[src/rtl/tiny32_timer.sv]
// tiny32_timer: memory-mapped timer for the Tiny32 SoC.
// Programmable prescaler feeding a counter with compare match, a sticky FLAG
// and a level interrupt cleared by irq_ack or a STATUS write.
// Optional capture unit (synchronised capture_in, CAPTURE register, CAPFLAG)
// is built only when the macro TIMER_CAPTURE_EN is defined.
module tiny32_timer #(
    parameter int unsigned TIMER_BITS = 32,
    parameter int unsigned PRESC_BITS = 8
) (
    input  logic        clk,
    input  logic        reset,
    input  logic        sel,
    input  logic        wr,
    input  logic [2:0]  address,
    input  logic [31:0] wdata,
    output logic [31:0] rdata,
    output logic        ack,
    output logic        irq,
    input  logic        irq_ack,
    input  logic        capture_in
);

    localparam int unsigned BUS_BITS   = 32;
    localparam int unsigned PRESC_LSB  = 8;
    localparam logic [2:0]  ADDR_CTRL    = 3'd0;
    localparam logic [2:0]  ADDR_COUNTER = 3'd1;
    localparam logic [2:0]  ADDR_COMPARE = 3'd2;
    localparam logic [2:0]  ADDR_STATUS  = 3'd3;
    localparam logic [2:0]  ADDR_CAPTURE = 3'd4;

    // Bus interface registers
    logic                  r_ack;
    logic [BUS_BITS-1:0]   r_rdata;

    // Timer registers
    logic                  r_en;
    logic                  r_autoreload;
    logic                  r_irqen;
    logic [PRESC_BITS-1:0] r_presc;
    logic [PRESC_BITS-1:0] r_presc_cnt;
    logic [TIMER_BITS-1:0] r_counter;
    logic [TIMER_BITS-1:0] r_compare;
    logic                  r_flag;

    // Decoded access strobes
    logic                  w_access;
    logic                  w_wr;
    logic                  w_wr_ctrl;
    logic                  w_wr_counter;
    logic                  w_wr_compare;
    logic                  w_wr_status;

    // Timer datapath
    logic                  w_presc_hit;
    logic                  w_tick;
    logic                  w_match;
    logic                  w_flag_set;
    logic                  w_flag_clr;
    logic [TIMER_BITS-1:0] w_counter_nxt;
    logic                  w_en_nxt;
    logic [PRESC_BITS-1:0] w_presc_cnt_nxt;
    logic [BUS_BITS-1:0]   w_rdata_mux;

    // Capture view seen by the read mux and irq (constant 0 without the unit)
    logic                  w_capflag;
    logic [TIMER_BITS-1:0] w_capture;

    // Bits of wdata above TIMER_BITS, and capture_in without the unit, are don't-care
    logic                  w_unused;
    assign w_unused = ^{wdata, capture_in};

    // An access is accepted only when no ack is pending
    assign w_access     = sel & ~r_ack;
    assign w_wr         = w_access & wr;
    assign w_wr_ctrl    = w_wr & (address == ADDR_CTRL);
    assign w_wr_counter = w_wr & (address == ADDR_COUNTER);
    assign w_wr_compare = w_wr & (address == ADDR_COMPARE);
    assign w_wr_status  = w_wr & (address == ADDR_STATUS);

    assign w_presc_hit = (r_presc_cnt == r_presc);
    assign w_tick      = r_en & w_presc_hit;
    assign w_match     = (r_counter == r_compare);

    // Match sets FLAG and beats any simultaneous clear
    assign w_flag_set  = w_tick & w_match;
    assign w_flag_clr  = irq_ack | (w_wr_status & wdata[0]);

    assign ack   = r_ack;
    assign rdata = r_rdata;
    assign irq   = (r_flag | w_capflag) & r_irqen;

    // Next counter, enable and prescaler count; CTRL/COUNTER writes override the tick
    always_comb begin
        w_counter_nxt   = r_counter;
        w_en_nxt        = r_en;
        w_presc_cnt_nxt = r_presc_cnt;
        if (r_en) begin
            w_presc_cnt_nxt = w_presc_hit ? '0 : r_presc_cnt + PRESC_BITS'(1);
        end
        if (w_tick && !w_wr_ctrl && !w_wr_counter) begin
            if (w_match) begin
                if (r_autoreload) begin
                    w_counter_nxt = '0;
                end else begin
                    w_en_nxt = 1'b0;
                end
            end else begin
                w_counter_nxt = r_counter + TIMER_BITS'(1);
            end
        end
        if (w_wr_ctrl) begin
            w_en_nxt = wdata[0];
        end
        if (w_wr_counter) begin
            w_counter_nxt   = wdata[TIMER_BITS-1:0];
            w_presc_cnt_nxt = '0;
        end
    end

    // Register read mux; unmapped bits and addresses read as zero
    always_comb begin
        w_rdata_mux = '0;
        case (address)
            ADDR_CTRL: begin
                w_rdata_mux[0] = r_en;
                w_rdata_mux[1] = r_autoreload;
                w_rdata_mux[2] = r_irqen;
                w_rdata_mux[PRESC_LSB +: PRESC_BITS] = r_presc;
            end
            ADDR_COUNTER: w_rdata_mux = BUS_BITS'(r_counter);
            ADDR_COMPARE: w_rdata_mux = BUS_BITS'(r_compare);
            ADDR_STATUS: begin
                w_rdata_mux[0] = r_flag;
                w_rdata_mux[1] = w_capflag;
            end
            ADDR_CAPTURE: w_rdata_mux = BUS_BITS'(w_capture);
            default: w_rdata_mux = '0;
        endcase
    end

    // Bus handshake: one-cycle ack after each accepted access, read data registered
    always_ff @(posedge clk) begin
        if (reset) begin
            r_ack   <= 1'b0;
            r_rdata <= '0;
        end else begin
            r_ack <= w_access;
            if (w_access) begin
                r_rdata <= wr ? '0 : w_rdata_mux;
            end
        end
    end

    // CTRL fields; EN can also be cleared by a one-shot match
    always_ff @(posedge clk) begin
        if (reset) begin
            r_en         <= 1'b0;
            r_autoreload <= 1'b0;
            r_irqen      <= 1'b0;
            r_presc      <= '0;
        end else begin
            r_en <= w_en_nxt;
            if (w_wr_ctrl) begin
                r_autoreload <= wdata[1];
                r_irqen      <= wdata[2];
                r_presc      <= wdata[PRESC_LSB +: PRESC_BITS];
            end
        end
    end

    // Counter and prescaler count
    always_ff @(posedge clk) begin
        if (reset) begin
            r_counter   <= '0;
            r_presc_cnt <= '0;
        end else begin
            r_counter   <= w_counter_nxt;
            r_presc_cnt <= w_presc_cnt_nxt;
        end
    end

    // Compare register
    always_ff @(posedge clk) begin
        if (reset) begin
            r_compare <= '1;
        end else if (w_wr_compare) begin
            r_compare <= wdata[TIMER_BITS-1:0];
        end
    end

    // Match flag with set-over-clear priority
    always_ff @(posedge clk) begin
        if (reset) begin
            r_flag <= 1'b0;
        end else begin
            r_flag <= w_flag_set | (r_flag & ~w_flag_clr);
        end
    end

`ifdef TIMER_CAPTURE_EN
    logic                  r_cap_sync1;
    logic                  r_cap_sync2;
    logic                  r_cap_prev;
    logic [TIMER_BITS-1:0] r_capture;
    logic                  r_capflag;
    logic                  w_cap_rise;
    logic                  w_capflag_clr;

    assign w_cap_rise    = r_cap_sync2 & ~r_cap_prev;
    assign w_capflag_clr = irq_ack | (w_wr_status & wdata[1]);
    assign w_capflag     = r_capflag;
    assign w_capture     = r_capture;

    // Synchronise capture_in, latch COUNTER on its rising edge, set-over-clear CAPFLAG
    always_ff @(posedge clk) begin
        if (reset) begin
            r_cap_sync1 <= 1'b0;
            r_cap_sync2 <= 1'b0;
            r_cap_prev  <= 1'b0;
            r_capture   <= '0;
            r_capflag   <= 1'b0;
        end else begin
            r_cap_sync1 <= capture_in;
            r_cap_sync2 <= r_cap_sync1;
            r_cap_prev  <= r_cap_sync2;
            if (w_cap_rise) begin
                r_capture <= r_counter;
            end
            r_capflag <= w_cap_rise | (r_capflag & ~w_capflag_clr);
        end
    end
`else
    assign w_capflag = 1'b0;
    assign w_capture = '0;
`endif

endmodule
[config.mk]
export PLATFORM = sky130hd
export DESIGN_NAME = tiny32_timer
export DESIGN_NICKNAME = d
export VERILOG_FILES = /design/src/rtl/tiny32_timer.sv
export SDC_FILE = /design/constraint.sdc
export NUM_CORES = 1
export LEC_CHECK = 0
export CORE_MARGIN = 2
export CORE_UTILIZATION = 55
export DETAILED_ROUTE_END_ITERATION = 8
export DONT_BUFFER_PORTS = 1
export PLACE_DENSITY = 0.73
export SLEW_MARGIN = 20
export SYNTH_ARGS = -nofsm -noshare
export SYNTH_HDL_FRONTEND = slang
export SYNTH_SLANG_ARGS = --single-unit
[constraint.sdc]
create_clock -name clk -period 1.92 [get_ports clk]
set_input_delay 0.192 -clock clk [delete_from_list [all_inputs] [get_ports clk]]
set_output_delay 0.192 -clock clk [all_outputs]
set_load 0.1 [all_outputs]
Word-level counts from Yosys, hierarchy flattened
Index checks and enable logic that the tools add are counted.
{"block": "classes", "addsub": 2, "n_mul": 0, "div": 0, "order_cmp": 0, "n_eq_ne": 7, "shifts": 0, "n_mux": 15, "n_bitwise": 15, "n_reduce_logical": 11}
{"cell": "$mux W32", "count": 5}
{"cell": "$add A32 B1 Y32 const B", "count": 1}
{"cell": "$eq A32 B32 Y1", "count": 1}
{"cell": "$pmux W16 S2", "count": 1}
{"cell": "$pmux W8 S3", "count": 1}
{"cell": "$and A1 B1 Y1", "count": 11}
{"cell": "$pmux W5 S2", "count": 1}
{"cell": "$add A8 B1 Y8 const B", "count": 1}
{"cell": "$eq A8 B8 Y1", "count": 1}
{"cell": "$mux W8", "count": 1}
{"cell": "$pmux W2 S4", "count": 1}
{"cell": "$eq A3 B2 Y1 const B", "count": 2}
{"cell": "$reduce_bool A2 Y1", "count": 3}
{"cell": "$mux W1", "count": 4}
{"cell": "$eq A3 B1 Y1 const B", "count": 1}
{"cell": "$logic_not A3 Y1", "count": 1}
{"cell": "$ne A3 B3 Y1 const B", "count": 1}
{"cell": "$pmux W1 S3", "count": 1}
{"cell": "$reduce_and A3 Y1", "count": 1}
{"cell": "$logic_and A1 B1 Y1", "count": 2}
{"cell": "$logic_not A1 Y1", "count": 2}
{"cell": "$ne A2 B1 Y1 const B", "count": 1}
{"cell": "$not A1 Y1", "count": 2}
{"cell": "$or A1 B1 Y1", "count": 2}
{"cell": "other kinds (2)", "count": 2}
{"block": "word_totals", "register_bits": 117, "latchBits": 0, "ramBits": 0, "mem_bits_ro": 0, "inputBits": 41, "output_inout_bits": 34, "word_cells": 60, "n_memories": 0}

Depth between registers and ports, before layout
{"block": "depth", "word_depth": 9, "ltp_mapped": 9, "ltp_nobuf": 7}

Worst setup path after synthesis
Ideal clock, no wire load.
{"block": "synth_path", "kind": "reg2reg", "from": "register r_ack, in the netlist ack", "to": "register r_counter[12]", "setup_time_ps": 122, "arrival_time_ps": 2359, "required_ps": 1798, "setup_slack_ps": -561, "path_stages_with_launch": 8, "path_buffers": 1, "synth_period_minus_slack_ps": 2481, "cell_sequence": "dfxtp_1 nand3b_1 or4_1 and4_4 o32ai_4 and2_1 buf_4 a221o_1"}
{"block": "synth_via", "elab_chain_len": 9, "word_cells_on_any_way": 13, "cone_classes": "1 x eq/ne; 1 x mux; 5 x bitwise; 6 x reduce/logical"}
{"element": "start: declaration", "line_no": "32", "rtl": "logic r_ack;"}
{"element": "start signal: assignment", "line_no": "147", "rtl": "r_ack <= w_access;"}
{"element": "$not A1 Y1 *", "line_no": "73", "rtl": "assign w_access = sel & ~r_ack;"}
{"element": "$and A1 B1 Y1 *", "line_no": "73"}
{"element": "$and A1 B1 Y1 *", "line_no": "74", "rtl": "assign w_wr = w_access & wr;"}
{"element": "$and A1 B1 Y1", "line_no": "75", "rtl": "assign w_wr_ctrl = w_wr & (address == ADDR_CTRL);"}
{"element": "$logic_not A1 Y1", "line_no": "100", "rtl": "if (w_tick && !w_wr_ctrl && !w_wr_counter) begin"}
{"element": "$logic_and A1 B1 Y1 (2 in series)", "line_no": "100"}
{"element": "$reduce_bool A2 Y1 (no source line)"}
{"element": "$reduce_and A2 Y1 (no source line)"}
{"element": "end signal: assignment", "line_no": "177", "rtl": "r_counter <= w_counter_nxt;"}
{"element": "end: declaration", "line_no": "41", "rtl": "logic [TIMER_BITS-1:0] r_counter;"}
Mark *: on every way between the ends. The rest lies on a longest branch, timed or not.
A chain may end at the register's enable or synchronous reset.

Worst setup path in the final report
{"block": "layout_path", "from": "register r_ack, in the netlist ack", "to": "register r_counter[30]"}
The elaborated chain is that of the path after synthesis.

==> flow_metrics.env <==
export IMPL_yosysWarnings=0
export IMPL_die_x_um=110.6
export IMPL_place_congestion=0.9655
export IMPL_firstDrtPassIters=9
export IMPL_port_buffers=0
export IMPL_setup_slack_ns=-0.5159
export IMPL_ys_seq_elements=117
export IMPL_ir_drop_mv=0.6636
export IMPL_maxSlewViolCount=0
export IMPL_timing_hold_ws_ns=0.005431
export IMPL_skew_ns=0.01405
export IMPL_cts_buffer_depth=2
export IMPL_fill_cells=560
export IMPL_grt_max_degree=66
export IMPL_synth_top_cell_area_share_pct=37.47
export IMPL_fin_crit_ns=2.436
export IMPL_crit_path_end_kind="flip-flop"
export IMPL_fin_util_pct=81.95
export IMPL_grt_overflow_total=0
export IMPL_postRouteAntennaNets=0
export IMPL_grt_pass1_wl_mm=34.61
export IMPL_setup_violations=36
export IMPL_syn_nets=759
export IMPL_grt_use_total_pct=35.39
export IMPL_path_class="flip-flop to flip-flop"
export IMPL_status="finished with violations"
export IMPL_wirelength_mm=27.35
export IMPL_power_density_nw_per_um2=689.5
export IMPL_r2r_end="r_counter[30]"
export IMPL_dp_hpwl_mm=13.87
export IMPL_antenna_found_initial=1
export IMPL_insertion_delay_ns=0.44
export IMPL_dr_wl_met3_mm=3.527
export IMPL_clock_sinks=117
export IMPL_synth_edf_count=0
export IMPL_power_leakage_nw=3.683
export IMPL_yosysTopAreaCell="dfxtp_1"
export IMPL_postSynthCellCount=716
export IMPL_rsz0062_at_grt="yes"
export IMPL_fmax_mhz=410.5
export IMPL_cp_arrival_ns=2.75
export IMPL_first_global_vias=6663
export IMPL_synthMuxAreaShare_pct=7.246
export IMPL_worst_pin_slew_ns=0.5200
export IMPL_cts_inserted_buffers=17
export IMPL_ctsHtreeMaxLevel=4
export IMPL_synth_distinct_cells=57
export IMPL_num_io_pins=75
export IMPL_drc_errors=0
export IMPL_finalCritPeriodShare_pct=126.9
export IMPL_synth_area_top_cells="dfxtp_1 (37%), xor2_1 (7.6%), nand2_1 (6.9%)"
export IMPL_die_area_um2=12230
export IMPL_hold_viol_final=0
export IMPL_wl_met2_mm=12.14
export IMPL_initial_utilization_pct=56.92
export IMPL_synth_top_family_by_area="simple AND/OR/NAND/NOR gates"
export IMPL_reg2reg_from="ack"
export IMPL_synth_compound_area_share_pct=16.99
export IMPL_maxSlewHeadroom_pct=65.21
export IMPL_synth_adder_area_share_pct=0.4003
export IMPL_vias=7485
export IMPL_rrSetupSlack_ns=-0.52
export IMPL_worstHoldStart="wdata[8]"
export IMPL_area_growth_pct=44.00
export IMPL_synth_xor_area_share_pct=8.827
export IMPL_netlist_area_um2=6251
export IMPL_cts_root_buffer="clkbuf_16"
export IMPL_whs_path_depth=2
export IMPL_postSynth_asyncResetShare_pct=0
export IMPL_cts_clk_slew_worst_paths_ns=0.06
export IMPL_drtIter0Drc=1347
export IMPL_rr_worst_depth=8
export IMPL_crit_fanout=5
export IMPL_yosysSeqAreaShare_pct=37.47
export IMPL_drt_met1_wl_mm=9.093
export IMPL_hold_end="r_counter[8]"
export IMPL_cts_tree="built"
export IMPL_die_h_um=110.6
export IMPL_required_ns=2.23
export IMPL_highest_layer="met4"
export IMPL_maxCapViolCount=0
export IMPL_core_area_um2=10980
export IMPL_worst_setup_path_start_kind="flip-flop"
export IMPL_synth_flop_cell="dfxtp_1"
export IMPL_avgSynthCellArea_um2=8.730
export IMPL_num_rows=38
export IMPL_vias_per_cell=7.068
export IMPL_final_net_count=948
export IMPL_hp_class="primary input to flip-flop"
export IMPL_wl_per_cell_um=25.82
export IMPL_drive_gt1_share_pct=34.31
export IMPL_synth_simple_area_share_pct=23.26
export IMPL_failed_checks="negative setup slack"
-- state kept, by name, indices dropped and copies added (netlist names) --
signal and count:
r_compare 32, r_counter 32, rdata 32, r_presc 8
r_presc_cnt 8, ack 1, r_autoreload 1, r_en 1
r_flag 1, r_irqen 1
-- cell usage in the layout, fill, tap and decap left out, types with 9 or more instances in the layout --
| cell type | Yosys | final |
|---|---|---|
| buf_4 | 2 | 176 |
| nand2_1 | 115 | 109 |
| dfxtp_1 | 117 | 102 |
| nor2_1 | 54 | 51 |
| mux2i_1 | 43 | 43 |
| a22oi_1 | 46 | 42 |
| xor2_1 | 54 | 40 |
| dlygate4sd3_1 | 0 | 35 |
| a21oi_1 | 31 | 23 |
| a22o_1 | 21 | 21 |
| nand4_1 | 17 | 17 |
| clkbuf_16 | 0 | 17 |
| buf_6 | 11 | 17 |
| xor2_2 | 0 | 14 |
| dfxtp_2 | 0 | 14 |
| nand3_1 | 15 | 13 |
| nor4_4 | 6 | 10 |
| o21ai_0 | 11 | 10 |
| xnor2_1 | 9 | 9 |
-- worst max-delay path, cell delays in order (launching register included) --
cell	delay (ns)
dfxtp_4	0.34
buf_4	0.13
nor2b_1	0.35
nand3_1	0.28
nand2b_1	0.27
o32ai_4	0.17
buf_4	0.17
a32o_1	0.21
or3_1	0.38
-- timing repair --
action,in CTS,in global routing
buffers inserted,11,19
endpoints found under the hold margin,104,1
resized for setup,28,73
pin swaps,13,44
cloned,1,1
endpoints found under the setup margin,39,44
hold buffers,35,1
-- kinds of logic (layout without fill, tap and decap cells) --
| kind of cell | count (synthesis) | after routing |
|---|---|---|
| buf+inv | 67 | 268 |
| xor+xnor | 63 | 63 |
| fa+ha+maj | 2 | 2 |
| other cells | 0 | 1 |
| simple gates | 274 | 274 |
| mux | 44 | 44 |
| compound gates | 149 | 150 |
| flops | 117 | 117 |
-- power breakdown --
part           switching [mW]  internal (mW)
clock                    1.13           1.91
sequential             0.0336           2.47
combinational           0.414          0.248
total                    1.58           4.63
-- layer usage --
layer  GRT usage (%)  vias up
li1                -     2932
met1           41.41     3446
met2           57.67      803
met3           10.70      304
met4           20.00        0
met5               0        -
-- cell usage after synthesis, types with 11 or more instances --
master,count
clkbuf_1,33
a21oi_1,31
dfxtp_1,117
a22o_1,21
nand2_1,115
nand3_1,15
buf_2,17
mux2i_1,43
xor2_1,54
nand4_1,17
a22oi_1,46
o21ai_0,11
buf_6,11
nor2_1,54
-- worst max path at each step --
| stage | start | endpoint | slack (ns) |
|---|---|---|---|
| final | ack | r_counter[30] | -0.52 |
| after floorplan | r_counter[16] | r_counter[12] | -0.03 |
| after global placement | r_counter[29] | r_counter[31] | -0.17 |
| after global routing | ack | r_counter[30] | -0.57 |
| after CTS | r_counter[22] | r_counter[10] | -0.18 |
| after detailed placement | r_compare[14] | r_counter[30] | -0.22 |
-- stage by stage --
step	instance area (um2)	instances	power, mW	TNS (ns)	worst slack [ns]
4_1_cts	8504	1037	6.060	-3.996	-0.1830
3_5_place_dp	7382	959	3.000	-4.309	-0.2170
2_1_floorplan	6295	716	2.877	-0.1160	-0.03420
5_1_grt	8999	1058	6.321	-13.20	-0.5691
3_3_place_gp	7382	959	2.988	-3.397	-0.1699
6_report	9001	1059	6.206	-11.24	-0.5159
-- area by class of cell --
cell class / instances / area, um2 / area share, %
flip-flops and latches: 117 / 2364 / 26.26
well taps: 140 / 175.2 / 1.946
multi-input cells: 533 / 3930 / 43.66
repair buffers: 233 / 1966 / 21.84
clock inverters: 3 / 42.54 / 0.4726
diodes: 1 / 2.502 / 0.02780
clock buffers: 29 / 510.5 / 5.671
inverters: 3 / 11.26 / 0.1251
(Power assumes the default switching activity.)
